$ cat src/rtl/tagged_register_file_if.sv
// Interface bundling the decode/issue, ROB commit and read-port signals of
// the tagged register file. The core side drives through the master modport,
// the register file sits on the slave modport. Clock and reset stay outside.
interface tagged_register_file_if #(
    parameter int XLEN      = 32,
    parameter int REG_IDX_W = 5,
    parameter int TAG_W     = 4
);
    logic                 rdy_in;
    logic                 flush_pipline;

    logic [REG_IDX_W-1:0] rs1_reg_id;
    logic [XLEN-1:0]      rs1_val;
    logic                 rs1_busy;
    logic [TAG_W-1:0]     rs1_tag;

    logic [REG_IDX_W-1:0] rs2_reg_id;
    logic [XLEN-1:0]      rs2_val;
    logic                 rs2_busy;
    logic [TAG_W-1:0]     rs2_tag;

    logic                 is_issuing_rd;
    logic [REG_IDX_W-1:0] issue_rd_id;
    logic [TAG_W-1:0]     issue_tag;

    logic                 is_committing_rd;
    logic [REG_IDX_W-1:0] commit_rd_id;
    logic [TAG_W-1:0]     commit_tag;
    logic [XLEN-1:0]      commit_val;

    modport master (
        output rdy_in, flush_pipline,
        output rs1_reg_id, rs2_reg_id,
        input  rs1_val, rs1_busy, rs1_tag,
        input  rs2_val, rs2_busy, rs2_tag,
        output is_issuing_rd, issue_rd_id, issue_tag,
        output is_committing_rd, commit_rd_id, commit_tag, commit_val
    );

    modport slave (
        input  rdy_in, flush_pipline,
        input  rs1_reg_id, rs2_reg_id,
        output rs1_val, rs1_busy, rs1_tag,
        output rs2_val, rs2_busy, rs2_tag,
        input  is_issuing_rd, issue_rd_id, issue_tag,
        input  is_committing_rd, commit_rd_id, commit_tag, commit_val
    );
endinterface

$ cat src/rtl/tagged_register_file.sv
// Architectural register file with per-register rename tags.
// Issue marks a destination busy with its ROB tag; commit writes the value
// and releases busy only when the committing tag still owns the register.
// Flush clears every busy bit. Register 0 is hard-wired to zero.
// Optional feature: define REGFILE_BYPASS_EN to forward a same-cycle commit
// onto the read ports; otherwise reads see pre-edge state only.
module tagged_register_file #(
    parameter int XLEN      = 32,
    parameter int NREG      = 32,
    parameter int REG_IDX_W = 5,
    parameter int TAG_W     = 4
) (
    input  logic clk_in,
    input  logic rst_n_in,
    tagged_register_file_if.slave bus
);

    logic [XLEN-1:0]  val_q  [NREG];
    logic [XLEN-1:0]  val_d  [NREG];
    logic [NREG-1:0]  busy_q;
    logic [NREG-1:0]  busy_d;
    logic [TAG_W-1:0] tag_q  [NREG];
    logic [TAG_W-1:0] tag_d  [NREG];

    logic commit_ok;
    logic issue_ok;

    logic [REG_IDX_W-1:0] rd_id   [2];
    logic [XLEN-1:0]      rd_val  [2];
    logic                 rd_busy [2];
    logic [TAG_W-1:0]     rd_tag  [2];

    // Qualify issue and commit: frozen when not ready, x0 and out-of-range indices dropped, flush kills issue.
    always_comb begin
        commit_ok = bus.rdy_in && bus.is_committing_rd
                    && (bus.commit_rd_id != '0) && (int'(bus.commit_rd_id) < NREG);
        issue_ok  = bus.rdy_in && bus.is_issuing_rd && !bus.flush_pipline
                    && (bus.issue_rd_id != '0) && (int'(bus.issue_rd_id) < NREG);
    end

    // Next-state: flush clears busy, commit writes value and releases a matching tag, issue wins last.
    always_comb begin
        val_d  = val_q;
        busy_d = busy_q;
        tag_d  = tag_q;
        if (bus.rdy_in && bus.flush_pipline) begin
            busy_d = '0;
        end
        if (commit_ok) begin
            val_d[bus.commit_rd_id] = bus.commit_val;
            if (busy_q[bus.commit_rd_id] && (tag_q[bus.commit_rd_id] == bus.commit_tag)) begin
                busy_d[bus.commit_rd_id] = 1'b0;
            end
        end
        if (issue_ok) begin
            busy_d[bus.issue_rd_id] = 1'b1;
            tag_d[bus.issue_rd_id]  = bus.issue_tag;
        end
    end

    // State registers with asynchronous clear of value, busy and tag.
    always_ff @(posedge clk_in or negedge rst_n_in) begin
        if (!rst_n_in) begin
            for (int i = 0; i < NREG; i++) begin
                val_q[i] <= '0;
                tag_q[i] <= '0;
            end
            busy_q <= '0;
        end else begin
            for (int i = 0; i < NREG; i++) begin
                val_q[i] <= val_d[i];
                tag_q[i] <= tag_d[i];
            end
            busy_q <= busy_d;
        end
    end

    // Combinational read ports: x0 and out-of-range read as zero, optional commit forwarding.
    always_comb begin
        rd_id[0] = bus.rs1_reg_id;
        rd_id[1] = bus.rs2_reg_id;
        for (int p = 0; p < 2; p++) begin
            rd_val[p]  = '0;
            rd_busy[p] = 1'b0;
            rd_tag[p]  = '0;
            if ((rd_id[p] != '0) && (int'(rd_id[p]) < NREG)) begin
                rd_val[p]  = val_q[rd_id[p]];
                rd_busy[p] = busy_q[rd_id[p]];
                rd_tag[p]  = tag_q[rd_id[p]];
`ifdef REGFILE_BYPASS_EN
                if (commit_ok && (bus.commit_rd_id == rd_id[p])) begin
                    rd_val[p] = bus.commit_val;
                    if (busy_q[rd_id[p]] && (tag_q[rd_id[p]] == bus.commit_tag)) begin
                        rd_busy[p] = 1'b0;
                    end
                end
`endif
            end
        end
    end

    assign bus.rs1_val  = rd_val[0];
    assign bus.rs1_busy = rd_busy[0];
    assign bus.rs1_tag  = rd_tag[0];
    assign bus.rs2_val  = rd_val[1];
    assign bus.rs2_busy = rd_busy[1];
    assign bus.rs2_tag  = rd_tag[1];

endmodule

$ cat src/flat_wrapper.sv
// flat-port wrapper written by rule: the top's interface ports become plain ports
module tagged_register_file_flat 
#(
    parameter int XLEN      = 32,
    parameter int NREG      = 32,
    parameter int REG_IDX_W = 5,
    parameter int TAG_W     = 4
)
  (clk_in, rst_n_in, bus_rdy_in, bus_flush_pipline, bus_rs1_reg_id, bus_rs2_reg_id, bus_rs1_val, bus_rs1_busy, bus_rs1_tag, bus_rs2_val, bus_rs2_busy, bus_rs2_tag, bus_is_issuing_rd, bus_issue_rd_id, bus_issue_tag, bus_is_committing_rd, bus_commit_rd_id, bus_commit_tag, bus_commit_val);
  tagged_register_file_if #(.XLEN(XLEN), .REG_IDX_W(REG_IDX_W), .TAG_W(TAG_W)) bus_i ();
  input  logic clk_in;
  input  logic rst_n_in;
  input wire logic [$bits(bus_i.rdy_in)-1:0] bus_rdy_in;
  input wire logic [$bits(bus_i.flush_pipline)-1:0] bus_flush_pipline;
  input wire logic [$bits(bus_i.rs1_reg_id)-1:0] bus_rs1_reg_id;
  input wire logic [$bits(bus_i.rs2_reg_id)-1:0] bus_rs2_reg_id;
  output wire logic [$bits(bus_i.rs1_val)-1:0] bus_rs1_val;
  output wire logic [$bits(bus_i.rs1_busy)-1:0] bus_rs1_busy;
  output wire logic [$bits(bus_i.rs1_tag)-1:0] bus_rs1_tag;
  output wire logic [$bits(bus_i.rs2_val)-1:0] bus_rs2_val;
  output wire logic [$bits(bus_i.rs2_busy)-1:0] bus_rs2_busy;
  output wire logic [$bits(bus_i.rs2_tag)-1:0] bus_rs2_tag;
  input wire logic [$bits(bus_i.is_issuing_rd)-1:0] bus_is_issuing_rd;
  input wire logic [$bits(bus_i.issue_rd_id)-1:0] bus_issue_rd_id;
  input wire logic [$bits(bus_i.issue_tag)-1:0] bus_issue_tag;
  input wire logic [$bits(bus_i.is_committing_rd)-1:0] bus_is_committing_rd;
  input wire logic [$bits(bus_i.commit_rd_id)-1:0] bus_commit_rd_id;
  input wire logic [$bits(bus_i.commit_tag)-1:0] bus_commit_tag;
  input wire logic [$bits(bus_i.commit_val)-1:0] bus_commit_val;
  assign bus_i.rdy_in = bus_rdy_in;
  assign bus_i.flush_pipline = bus_flush_pipline;
  assign bus_i.rs1_reg_id = bus_rs1_reg_id;
  assign bus_i.rs2_reg_id = bus_rs2_reg_id;
  assign bus_rs1_val = bus_i.rs1_val;
  assign bus_rs1_busy = bus_i.rs1_busy;
  assign bus_rs1_tag = bus_i.rs1_tag;
  assign bus_rs2_val = bus_i.rs2_val;
  assign bus_rs2_busy = bus_i.rs2_busy;
  assign bus_rs2_tag = bus_i.rs2_tag;
  assign bus_i.is_issuing_rd = bus_is_issuing_rd;
  assign bus_i.issue_rd_id = bus_issue_rd_id;
  assign bus_i.issue_tag = bus_issue_tag;
  assign bus_i.is_committing_rd = bus_is_committing_rd;
  assign bus_i.commit_rd_id = bus_commit_rd_id;
  assign bus_i.commit_tag = bus_commit_tag;
  assign bus_i.commit_val = bus_commit_val;
  tagged_register_file #(.XLEN(XLEN), .NREG(NREG), .REG_IDX_W(REG_IDX_W), .TAG_W(TAG_W)) u_core (.clk_in(clk_in), .rst_n_in(rst_n_in), .bus(bus_i));
endmodule
$ cat config.mk
export PLATFORM = sky130hd
export DESIGN_NAME = tagged_register_file_flat
export DESIGN_NICKNAME = d
export VERILOG_FILES = /design/src/rtl/tagged_register_file_if.sv /design/src/rtl/tagged_register_file.sv /design/src/flat_wrapper.sv
export SDC_FILE = /design/constraint.sdc
export NUM_CORES = 2
export LEC_CHECK = 0
export BUFFER_PORTS_ARGS = -buffer_cell sky130_fd_sc_hd__buf_2
export CAP_MARGIN = 20
export CELL_PAD_IN_SITES_DETAIL_PLACEMENT = 2
export CELL_PAD_IN_SITES_GLOBAL_PLACEMENT = 2
export CORE_ASPECT_RATIO = 0.75
export CORE_MARGIN = 8
export CORE_UTILIZATION = 52
export DETAILED_ROUTE_END_ITERATION = 10
export GPL_ROUTABILITY_DRIVEN = 0
export MAX_ROUTING_LAYER = met4
export PLACE_DENSITY = 0.95
export SLEW_MARGIN = 15
export SYNTH_ARGS = -nofsm -noshare
export SYNTH_HDL_FRONTEND = slang
export SYNTH_SLANG_ARGS = --single-unit
$ cat constraint.sdc
create_clock -name clk_in -period 6.8 [get_ports clk_in]
set_input_delay 1.02 -clock clk_in [delete_from_list [all_inputs] [get_ports clk_in]]
set_output_delay 1.02 -clock clk_in [all_outputs]
set_load 0.05 [all_outputs]
==> load_flow_metrics.sql <==
INSERT INTO impl_metrics (metric_group, metric, value, unit) VALUES
('power_and_ir_drop', 'share_clk_of_total_power', '37.3', '%'),
('power_and_ir_drop', 'net-switching-power', '6.726', 'mW'),
('setup_path', 'critical_path.top_delay_family', 'multiplexers', ''),
('layout', 'final_design_area_no_fill', '0.07078', 'sq mm'),
('route', 'routed_via_density', '8.336', ''),
('clock_network', 'clkSinkCount', '1184', ''),
('placement', 'placed_cells', '5400', ''),
('run_status', 'outcome', 'finished clean', ''),
('layout', 'most_frequent_cells_in_the_layout', 'dfrtp_1 (1,184), mux2_2 (1,117), mux4_2 (756), buf_2 (128), mux2i_1 (122)', ''),
('grt', 'grt.overflow.total', '0', ''),
('logic_synthesis', 'synth_top_flop_cell', 'dfrtp_1', ''),
('logic_synthesis', 'ys_types', '40', ''),
('timing', 'tns', '0', 'ns'),
('setup_path', 'criticalPathCategory', 'in -> out', ''),
('placement', 'dp_slack', '1.566', 'ns'),
('logic_synthesis', 'synth_sequential_area_ratio', '46.12', '%'),
('layout', 'final_common_cell', 'dfrtp_1', ''),
('power_and_ir_drop', 'power', '20.79', 'mW'),
('layout', 'finalCoreUtilization', '57.85', '%'),
('logic_synthesis', 'ys_seq_elements', '1184', ''),
('clock_network', 'post-cts-setup-buffers', '0', ''),
('power_and_ir_drop', 'comb_power_share', '19.1', '%'),
('floorplanning', 'die_area', '0.1352', 'sq mm'),
('layout', 'area.growth.synth_to_final', '10.18', '%'),
('logic_synthesis', 'synth_fp_nets', '4068', ''),
('power_and_ir_drop', 'seqPwrFrac', '43.6', '%'),
('logic_synthesis', 'number_of_enable_flip_flop_cells_after_synthesis', '0', ''),
('timing', 'slew_viol_final', '0', ''),
('setup_path', 'setup.worst_path.end_class', 'output port', ''),
('grt', 'grt_max_degree', '183', ''),
('route', 'vias', '47164', ''),
('floorplanning', 'core', '0.1224', 'sq mm'),
('floorplanning', 'die_height', '320.4', 'um'),
('setup_path', 'crit_path_slowest_cell', 'buf_8', ''),
('clock_network', 'cts_htree_levels', '3', ''),
('setup_path', 'cp.arrival', '4.42', 'ns'),
('route', 'drt-initial-drc-count', '6446', ''),
('floorplanning', 'die_width', '421.9', 'um'),
('power_and_ir_drop', 'cell_internal_pwr', '14.06', 'mW'),
('setup_path', 'data_required_time_at_the_worst_endpoint', '5.78', 'ns'),
('route', 'first_pass_iters', '6', ''),
('timing', 'worstMarginPinSlew', '1.291', 'ns'),
('power_and_ir_drop', 'leakage', '31.44', 'nW'),
('logic_synthesis', 'mappedNetlistArea', '0.06424', 'sq mm'),
('logic_synthesis', 'synthesis.area_per_instance', '16.05', 'sq um'),
('clock_network', 'clk-insertion-delay-late', '0.83', 'ns'),
('clock_network', 'tritoncts', 'done', ''),
('timing', 'final_critical_path_required_period', '5.440', 'ns'),
('timing', 'worst_clock_skew', '0.03404', 'ns'),
('clock_network', 'worst_setup_hold_path_clk_slew', '0.07', 'ns'),
('grt', 'antenna_violations_before_repair', '22', ''),
('route', 'post_route_wl', '307.6', 'mm'),
('timing', 'fin_crit_sh', '79.99', '%'),
('timing', 'timing.hold.ws', '0.2430', 'ns'),
('placement', 'hpwl', '154.3', 'mm'),
('setup_path', 'critical_path.n_buffers_inverters', '3', ''),
('placement', 'place.port_buffers', '139', ''),
('floorplanning', 'io_pins', '140', ''),
('route', 'avgRoutedWirePerCell', '54.36', 'um'),
('power_and_ir_drop', 'proportion_of_total_power_due_to_net_switching', '32.35', '%'),
('grt', 'grt_pass1_wl', '399.7', 'mm'),
('setup_path', 'cpPeakStageDelay', '0.65', 'ns'),
('clock_network', 'cts_hold_buffers', '0', ''),
('timing', 'timing.slew.headroom', '13.96', '%'),
('clock_network', 'clock_tree.root_cell', 'clkbuf_16', ''),
('timing', 'fmax', '0.1838', 'GHz'),
('timing', 'hold_viol', '0', ''),
('setup_path', 'startpoint_type', 'primary input', ''),
('route', 'final_antenna_net_count', '0', ''),
('layout', 'layout-drive-gt1-share', '58.65', '%'),
('run', 'max_cap_viol_count', '0', '');
-- sequential cells by signal (all words and copies together) (netlist names) --
name	count
u_core.val_q	1024
u_core.tag_q	128
u_core.busy_q	32
-- path summary, 6_finish.rpt --
check                                                     from                              to  slack, ns  cells after the start
worst max-delay path                         bus_rs1_reg_id[0]                 bus_rs1_val[27]       1.36                      7
worst min-delay path                                  rst_n_in    u_core.tag_q[73]$_DFFE_PN0P_       0.24                      1
worst max register to register     u_core.tag_q[5]$_DFFE_PN0P_     u_core.busy_q[13]$_DFF_PN0_       2.49                      8
worst min register to register  u_core.val_q[1013]$_DFFE_PN0P_  u_core.val_q[1013]$_DFFE_PN0P_       0.41                      0
max in group asynchronous                             rst_n_in    u_core.val_q[27]$_DFFE_PN0P_       4.74                      2
min in group clk_in             u_core.val_q[1013]$_DFFE_PN0P_  u_core.val_q[1013]$_DFFE_PN0P_       0.41                      0
-- synthesized netlist by cell type, types with 2 or more instances --
| cell | number | area, sq um |
|---|---|---|
| buf_4 | 4 | 30.03 |
| nor2b_1 | 5 | 31.28 |
| nand4b_1 | 4 | 35.03 |
| or3b_2 | 2 | 17.52 |
| and2_0 | 2 | 12.51 |
| nor2_1 | 123 | 461.7 |
| or4bb_1 | 4 | 45.04 |
| buf_2 | 97 | 485.5 |
| and2_1 | 3 | 18.77 |
| nor4_1 | 13 | 81.33 |
| mux2i_1 | 122 | 1221 |
| nand4_1 | 4 | 25.02 |
| nor3b_1 | 11 | 82.58 |
| nor3_1 | 21 | 105.1 |
| buf_1 | 67 | 251.5 |
| clkbuf_1 | 280 | 1051 |
| nand3_1 | 4 | 20.02 |
| or4_1 | 4 | 30.03 |
| nand2b_1 | 4 | 25.02 |
| inv_1 | 3 | 11.26 |
| a21oi_1 | 24 | 120.1 |
| nand2_1 | 73 | 274.0 |
| dfrtp_1 | 1184 | 29630 |
| and3_1 | 5 | 31.28 |
| or4b_2 | 4 | 40.04 |
| a22oi_1 | 22 | 165.2 |
| xor2_1 | 3 | 26.28 |
| a2111oi_0 | 2 | 17.52 |
| o22ai_1 | 21 | 131.4 |
| mux2_2 | 1117 | 12580 |
| mux4_2 | 756 | 17030 |
| buf_6 | 6 | 67.56 |
-- kinds of logic after synthesis --
logic type	count (synthesis)	share of synthesized area (%)
AO/OA/AOI/OAI	70	0.6953
XOR/XNOR	3	0.04091
buffers and inverters	457	2.953
flip-flops	1184	46.12
multiplexers	1995	47.98
AND/OR/NAND/NOR	293	2.210
-- power groups by stage --
stage               Clock [mW]  Combinational [mW]  Sequential [mW]
floorplan                    0                2.58             8.39
global placement             0                3.27             8.55
detailed placement           0                3.60             8.86
CTS                       7.59                3.77             8.86
global route              7.92                4.03             9.02
finish                    7.76                3.97             9.06
-- per-layer routing --
metal | up-vias | routed length, um | track usage [%]
li1 | 15449 | - | -
met1 | 24873 | 99100 | 47.34
met2 | 4722 | 142500 | 66.13
met3 | 2120 | 34340 | 11.54
met4 | 0 | 31700 | 29.03
met5 | - | 0 | -
-- final cells by class --
class / instances / area, sq um
antenna: 30 / 75.07
clock buffer: 173 / 3513
clock inverter: 50 / 792.0
fill: 10051 / 51570
inverter: 3 / 11.26
multi-input combinational: 2361 / 33010
sequential: 1184 / 29630
tap: 1638 / 2049
timing repair buffer: 219 / 1700
(Power assumes the default switching activity.)
